==> src/rtl/weight_load_if.sv <==
// Weight stream handshake between the upstream weight source and weight_load_ctrl.
// The master drives valid/data and the slave drives ready.
interface weight_load_if;
  logic       w_valid;
  logic [4:0] w_data;
  logic       w_ready;

  modport master (
    output w_valid,
    output w_data,
    input  w_ready
  );

  modport slave (
    input  w_valid,
    input  w_data,
    output w_ready
  );
endinterface

==> src/rtl/weight_load_ctrl.sv <==
// Loads SIZE*SIZE weights into the weight memory, then streams SIZE columns via PreLoadWeight.
// Every output is registered from the next-state decode, so no input reaches an output combinationally.
//
// state     | meaning
// ----------+-----------------------------------------------------------------
// S_IDLE    | after reset; memory write disabled, waiting for start_load
// S_LOAD    | w_ready high; each accepted beat is written at the write counter
// S_FLUSH   | one cycle that keeps the write enabled for the last address
// S_LOADED  | weights valid; waits for preload_req or a new start_load
// S_PRELOAD | PreLoadWeight high for exactly SIZE cycles
module weight_load_ctrl #(
  parameter int SIZE       = 8,
  parameter int MEM_SIZE   = SIZE * SIZE,
  parameter int ADDR_WIDTH = $clog2(MEM_SIZE),
  parameter int CNT_WIDTH  = $clog2(SIZE) + 1
) (
  input  logic                  clk,
  input  logic                  rst,
  input  logic                  start_load,
  weight_load_if.slave          w_bus,
  input  logic                  preload_req,
  output logic [ADDR_WIDTH-1:0] Weight_Mem_Address_in,
  output logic [4:0]            Weight_Data,
  output logic                  load_mem_done,
  output logic                  PreLoadWeight,
  output logic                  preload_done,
  output logic                  busy
);

  typedef enum logic [2:0] {
    S_IDLE,
    S_LOAD,
    S_FLUSH,
    S_LOADED,
    S_PRELOAD
  } state_t;

  localparam logic [ADDR_WIDTH-1:0] LAST_ADDR = ADDR_WIDTH'(MEM_SIZE - 1);
  localparam logic [CNT_WIDTH-1:0]  LAST_CNT  = CNT_WIDTH'(SIZE - 1);

  state_t                state_q, state_nxt;
  logic [ADDR_WIDTH-1:0] wr_cnt_q, wr_cnt_nxt;
  logic [CNT_WIDTH-1:0]  pl_cnt_q, pl_cnt_nxt;
  logic [ADDR_WIDTH-1:0] addr_q, addr_nxt;
  logic [4:0]            data_q, data_nxt;
  logic                  w_ready_q, w_ready_nxt;
  logic                  done_q, done_nxt;
  logic                  plw_q, plw_nxt;
  logic                  pl_done_q, pl_done_nxt;
  logic                  busy_q, busy_nxt;
  logic                  accept;

  // w_ready_q is high exactly while state_q is S_LOAD, so the state alone qualifies a beat.
  assign accept = (state_q == S_LOAD) && w_bus.w_valid;

  always_comb begin
    state_nxt  = state_q;
    wr_cnt_nxt = wr_cnt_q;
    pl_cnt_nxt = pl_cnt_q;
    addr_nxt   = addr_q;
    data_nxt   = data_q;

    unique case (state_q)
      S_IDLE: begin
        if (start_load) begin
          state_nxt  = S_LOAD;
          wr_cnt_nxt = '0;
        end
      end

      S_LOAD: begin
        if (accept) begin
          addr_nxt = wr_cnt_q;
          data_nxt = w_bus.w_data;
          if (wr_cnt_q == LAST_ADDR) begin
            state_nxt = S_FLUSH;
          end else begin
            wr_cnt_nxt = wr_cnt_q + ADDR_WIDTH'(1);
          end
        end
      end

      S_FLUSH: begin
        state_nxt = S_LOADED;
      end

      S_LOADED: begin
        if (start_load) begin
          state_nxt  = S_LOAD;
          wr_cnt_nxt = '0;
        end else if (preload_req) begin
          state_nxt  = S_PRELOAD;
          pl_cnt_nxt = '0;
        end
      end

      S_PRELOAD: begin
        // The memory column index does not wrap, so the run must stop at exactly SIZE cycles.
        if (pl_cnt_q == LAST_CNT) begin
          state_nxt  = S_LOADED;
          pl_cnt_nxt = '0;
        end else begin
          pl_cnt_nxt = pl_cnt_q + CNT_WIDTH'(1);
        end
      end

      default: begin
        state_nxt = S_IDLE;
      end
    endcase

    w_ready_nxt = (state_nxt == S_LOAD);
    done_nxt    = !((state_nxt == S_LOAD) || (state_nxt == S_FLUSH));
    plw_nxt     = (state_nxt == S_PRELOAD);
    pl_done_nxt = (state_q == S_PRELOAD) && (state_nxt == S_LOADED);
    busy_nxt    = (state_nxt == S_LOAD) || (state_nxt == S_FLUSH) ||
                  (state_nxt == S_PRELOAD);
  end

  always_ff @(posedge clk) begin
    if (rst) begin
      state_q   <= S_IDLE;
      wr_cnt_q  <= '0;
      pl_cnt_q  <= '0;
      addr_q    <= '0;
      data_q    <= '0;
      w_ready_q <= 1'b0;
      done_q    <= 1'b1;
      plw_q     <= 1'b0;
      pl_done_q <= 1'b0;
      busy_q    <= 1'b0;
    end else begin
      state_q   <= state_nxt;
      wr_cnt_q  <= wr_cnt_nxt;
      pl_cnt_q  <= pl_cnt_nxt;
      addr_q    <= addr_nxt;
      data_q    <= data_nxt;
      w_ready_q <= w_ready_nxt;
      done_q    <= done_nxt;
      plw_q     <= plw_nxt;
      pl_done_q <= pl_done_nxt;
      busy_q    <= busy_nxt;
    end
  end

  assign w_bus.w_ready         = w_ready_q;
  assign Weight_Mem_Address_in = addr_q;
  assign Weight_Data           = data_q;
  assign load_mem_done         = done_q;
  assign PreLoadWeight         = plw_q;
  assign preload_done          = pl_done_q;
  assign busy                  = busy_q;

endmodule

==> src/flat_wrapper.sv <==
// flat-port wrapper written by rule: the top's interface ports become plain ports
module weight_load_ctrl_flat 
#(
  parameter int SIZE       = 8,
  parameter int MEM_SIZE   = SIZE * SIZE,
  parameter int ADDR_WIDTH = $clog2(MEM_SIZE),
  parameter int CNT_WIDTH  = $clog2(SIZE) + 1
)
  (clk, rst, start_load, preload_req, Weight_Mem_Address_in, Weight_Data, load_mem_done, PreLoadWeight, preload_done, busy, w_bus_w_valid, w_bus_w_data, w_bus_w_ready);
  weight_load_if w_bus_i ();
  input  logic clk;
  input  logic rst;
  input  logic start_load;
  input  logic preload_req;
  output logic [ADDR_WIDTH-1:0] Weight_Mem_Address_in;
  output logic [4:0] Weight_Data;
  output logic load_mem_done;
  output logic PreLoadWeight;
  output logic preload_done;
  output logic busy;
  input wire logic [$bits(w_bus_i.w_valid)-1:0] w_bus_w_valid;
  input wire logic [$bits(w_bus_i.w_data)-1:0] w_bus_w_data;
  output wire logic [$bits(w_bus_i.w_ready)-1:0] w_bus_w_ready;
  assign w_bus_i.w_valid = w_bus_w_valid;
  assign w_bus_i.w_data = w_bus_w_data;
  assign w_bus_w_ready = w_bus_i.w_ready;
  weight_load_ctrl #(.SIZE(SIZE), .MEM_SIZE(MEM_SIZE), .ADDR_WIDTH(ADDR_WIDTH), .CNT_WIDTH(CNT_WIDTH)) u_core (.clk(clk), .rst(rst), .start_load(start_load), .w_bus(w_bus_i), .preload_req(preload_req), .Weight_Mem_Address_in(Weight_Mem_Address_in), .Weight_Data(Weight_Data), .load_mem_done(load_mem_done), .PreLoadWeight(PreLoadWeight), .preload_done(preload_done), .busy(busy));
endmodule
==> config.mk <==
export PLATFORM = sky130hd
export DESIGN_NAME = weight_load_ctrl_flat
export DESIGN_NICKNAME = d
export VERILOG_FILES = /design/src/rtl/weight_load_if.sv /design/src/rtl/weight_load_ctrl.sv /design/src/flat_wrapper.sv
export SDC_FILE = /design/constraint.sdc
export NUM_CORES = 1
export LEC_CHECK = 0
export ABC_CLOCK_PERIOD_IN_PS = 1900
export BUFFER_PORTS_ARGS = -buffer_cell sky130_fd_sc_hd__buf_2
export CELL_PAD_IN_SITES_DETAIL_PLACEMENT = 0
export CELL_PAD_IN_SITES_GLOBAL_PLACEMENT = 1
export CORE_MARGIN = 2
export CORE_UTILIZATION = 39
export DETAILED_ROUTE_END_ITERATION = 10
export PLACE_DENSITY_LB_ADDON = 0.25
export SLEW_MARGIN = 40
export SYNTH_ARGS = -nofsm -noshare
export SYNTH_HDL_FRONTEND = slang
export SYNTH_SLANG_ARGS = --single-unit
==> constraint.sdc <==
create_clock -name clk -period 1.9 [get_ports clk]
set_input_delay 0.19 -clock clk [delete_from_list [all_inputs] [get_ports clk]]
set_output_delay 0.19 -clock clk [all_outputs]
set_load 0.01 [all_outputs]
==> impl_metrics.py <==
metrics = {
    "timing": {
        "hold_violations": 0,
        "finalSetupViolations": 0,
        "period_share_pct": 84.8,
        "finClkSkew_ns": 0.00464,
        "fmax_ghz": 0.621,
        "tns_ns": 0,
        "max-slew-margin-rel_pct": 65.9,
        "drv_slew": 0,
        "post-route-min-period_ns": 1.61,
        "rsz0062_at_grt": "false",
        "tightest_slew_ns": 0.499,
    },
    "yosys": {
        "netlist.area_leader.share_pct": 45.6,
        "synth_top_flop_cell": "dfxtp_1",
        "postSynthCellCount": 146,
        "yosysWarnings": 0,
        "synth_edf_count": 0,
        "seq_area_frac_synth_pct": 45.6,
        "synth-seq-cells": 29,
        "synth_nets": 158,
        "synth_top_area_cell": "dfxtp_1",
        "synthArstFlopShare_pct": 0,
        "synth_cell_type_count": 39,
        "synth_area_um2": 1270,
        "avgSynthCellArea_um2": 8.72,
        "ys_top_cells_by_area": "dfxtp_1 (46%), nand2_1 (8.5%), a21oi_1 (5.9%), nor2_1 (3.2%), xor2_1 (2.8%)",
    },
    "critical_path": {
        "rr_startpoint": "u_core.wr_cnt_q[0]",
        "cp_slowest_cell": "a2111oi_0",
        "r2r_cells": 5,
        "crit_path_end": "u_core.w_bus.w_ready",
        "path_buf_inv": 0,
        "cp_cell_sequence": "ha_1, nand2_1, nor3_1, a2111oi_0, and3_1",
        "cp.depth": 5,
        "critPathCaptureType": "flop",
        "reg2reg_setup_slack_ns": 0.29,
        "path_max_fanout": 5,
        "startpoint": "u_core.wr_cnt_q[0]",
        "slowest_delay_ns": 0.48,
        "crit_type": "reg2reg",
        "path_delay_family": "compound AO/OA/AOI/OAI gates",
        "cp.required_ns": 2.16,
        "cp-start-kind": "flop",
        "arrival_ns": 1.87,
        "r2r-end": "u_core.w_bus.w_ready",
    },
    "die": {
        "rows": 20,
        "io_pins": 26,
        "initial_core_util_pct": 41.4,
        "core-area_um2": 3080,
        "die_width_um": 61.2,
        "dieArea_um2": 3740,
        "die_h_um": 61.2,
    },
    "clocking": {
        "cts.sinks": 29,
        "cts_tree": "built",
        "ctsHoldBuffers": 0,
        "cts_setup_buffers": 0,
        "path_clk_slew_ns": 0.09,
        "cts_made_buffers": 5,
        "cts_htree_levels": 2,
        "root_buffer": "clkbuf_4",
        "cts_buffer_depth": 2,
        "ctsResizeCount": 0,
        "worst_skew_pair.late_latency_ns": 0.31,
    },
    "power": {
        "p_per_area_nw_per_um2": 711,
        "ir_drop_mv": 0.363,
        "p_total_mw": 1.05,
        "leakage_nw": 0.604,
    },
    "grt": {
        "grt_max_degree": 20,
        "grt_pass1_vias": 911,
        "antenna_found_initial": 0,
        "groute.usage.overall_pct": 14.6,
        "grt-ovfl-total": 0,
        "grt_pass1_wl_mm": 4.00,
    },
    "routing": {
        "routed_wl_mm": 2.55,
        "routed-via-count": 1094,
        "post-route-drc-count": 0,
        "vias_per_cell": 5.04,
        "first_pass_iters": 4,
        "wl_per_cell_um": 11.7,
        "ant_nets": 0,
        "drt-initial-drc-count": 54,
    },
    "outcome": {
        "status": "complete, no violations",
    },
    "flow_run": {
        "maxCapViolations": 0,
    },
    "placed_design": {
        "hpwl_mm": 1.83,
        "io_buffers": 25,
        "routabilityCongestion": 0.803,
    },
    "hold_path": {
        "hp-class": "in2reg",
        "hp-start": "w_bus_w_data[0]",
    },
    "cells_and_area": {
        "syn_to_final_growth_pct": 15.8,
        "final_layout_size_suffix_gt1_share_pct": 24.9,
        "antennaDiodeCount": 0,
        "layout.nets": 184,
    },
}
-- worst min-delay path, cell delays in order --
cell and delay [ns]:
buf_2 0.09, nand2_1 0.05, a21oi_1 0.05
-- cell usage in the layout (no fill, tap or decap), drive strengths merged, types with 3 or more instances in the layout --
master | Yosys | routed
nand2 | 29 | 29
xor2 | 4 | 4
buf | 6 | 28
nand3 | 3 | 3
nor3 | 5 | 5
o21ai | 4 | 4
clkbuf | 3 | 6
o21a | 3 | 3
and3 | 3 | 3
nor2 | 11 | 11
dfxtp | 29 | 29
a21oi | 15 | 15
-- cell usage after synthesis, types with 3 or more instances --
library cell / number
buf_2: 3
o21a_1: 3
a21oi_1: 15
nor2_1: 11
nor3_1: 4
o21ai_1: 3
and3_1: 3
nand2_1: 29
clkbuf_1: 3
xor2_1: 4
dfxtp_1: 29
-- power breakdown --
part | internal [mW] | leakage [nW] | switching (mW) | total, mW
clock network | 0.141 | 0.0320 | 0.207 | 0.347
logic | 0.0308 | 0.336 | 0.0428 | 0.0736
registers | 0.619 | 0.235 | 0.00902 | 0.628
total | 0.791 | 0.604 | 0.259 | 1.05
-- registers in the layout, indices dropped and copies added (netlist names) --
signal	cells
u_core.Weight_Data	5
u_core.wr_cnt_q	6
u_core.preload_done	1
u_core.w_bus.w_ready	1
u_core.busy	1
u_core.pl_cnt_q	4
u_core.load_mem_done	1
u_core.Weight_Mem_Address_in	6
u_core.PreLoadWeight	1
u_core.state_q	3
-- worst min path at each step --
stage	endpoint	depth (start not counted)
global placement	u_core.Weight_Data[4]	3
floorplan	u_core.Weight_Data[0]	2
finish	u_core.Weight_Data[0]	3
CTS	u_core.Weight_Data[3]	3
detailed placement	u_core.Weight_Data[3]	3
global route	u_core.Weight_Data[2]	3
-- layout make-up --
| cell class | instances | area [µm²] |
|---|---|---|
| fillers | 326 | 1600 |
| multi-input cells | 106 | 633 |
| flip-flops and latches | 29 | 581 |
| repair buffers | 28 | 148 |
| well taps | 44 | 55.1 |
| clock buffers | 6 | 41.3 |
| clock inverters | 2 | 10.0 |
| inverters | 2 | 7.51 |
-- kinds of logic (layout without fill, tap and decap cells) --
group,count (synthesis),after routing,share of synthesized area [%]
xor gates and xnor gates,4,4,2.75
adders and majority gates,2,2,1.96
buffers and inverters,11,38,4.71
DFF,29,29,45.6
and+or+nand+nor,66,66,27.3
AOI/OAI and AO/OA,32,32,16.1
muxes,2,2,1.57
-- metrics by stage --
step / utilization (%) / worst slack (ns) / hold WS (ns) / std cells / area [µm²]
2_1_floorplan: - / 0.450 / 0.326 / 146 / 1270
3_3_place_gp: 46.3 / 0.366 / 0.432 / 209 / 1420
3_5_place_dp: 46.3 / 0.307 / 0.439 / 209 / 1420
4_1_cts: 47.9 / 0.278 / 0.0924 / 217 / 1480
5_1_grt: 47.9 / 0.108 / 0.0934 / 217 / 1480
6_report: 47.9 / 0.289 / 0.105 / 217 / 1480
-- layer usage --
layer	global-route usage [%]	vias up	part of all wire, %
met5	0	-	0
met4	6.83	0	0.94
met3	3.99	4	2.9
met2	24.6	17	51
met1	17.1	513	45
li1	-	560	-
No activity file was read; power rests on OpenSTA's default activity.
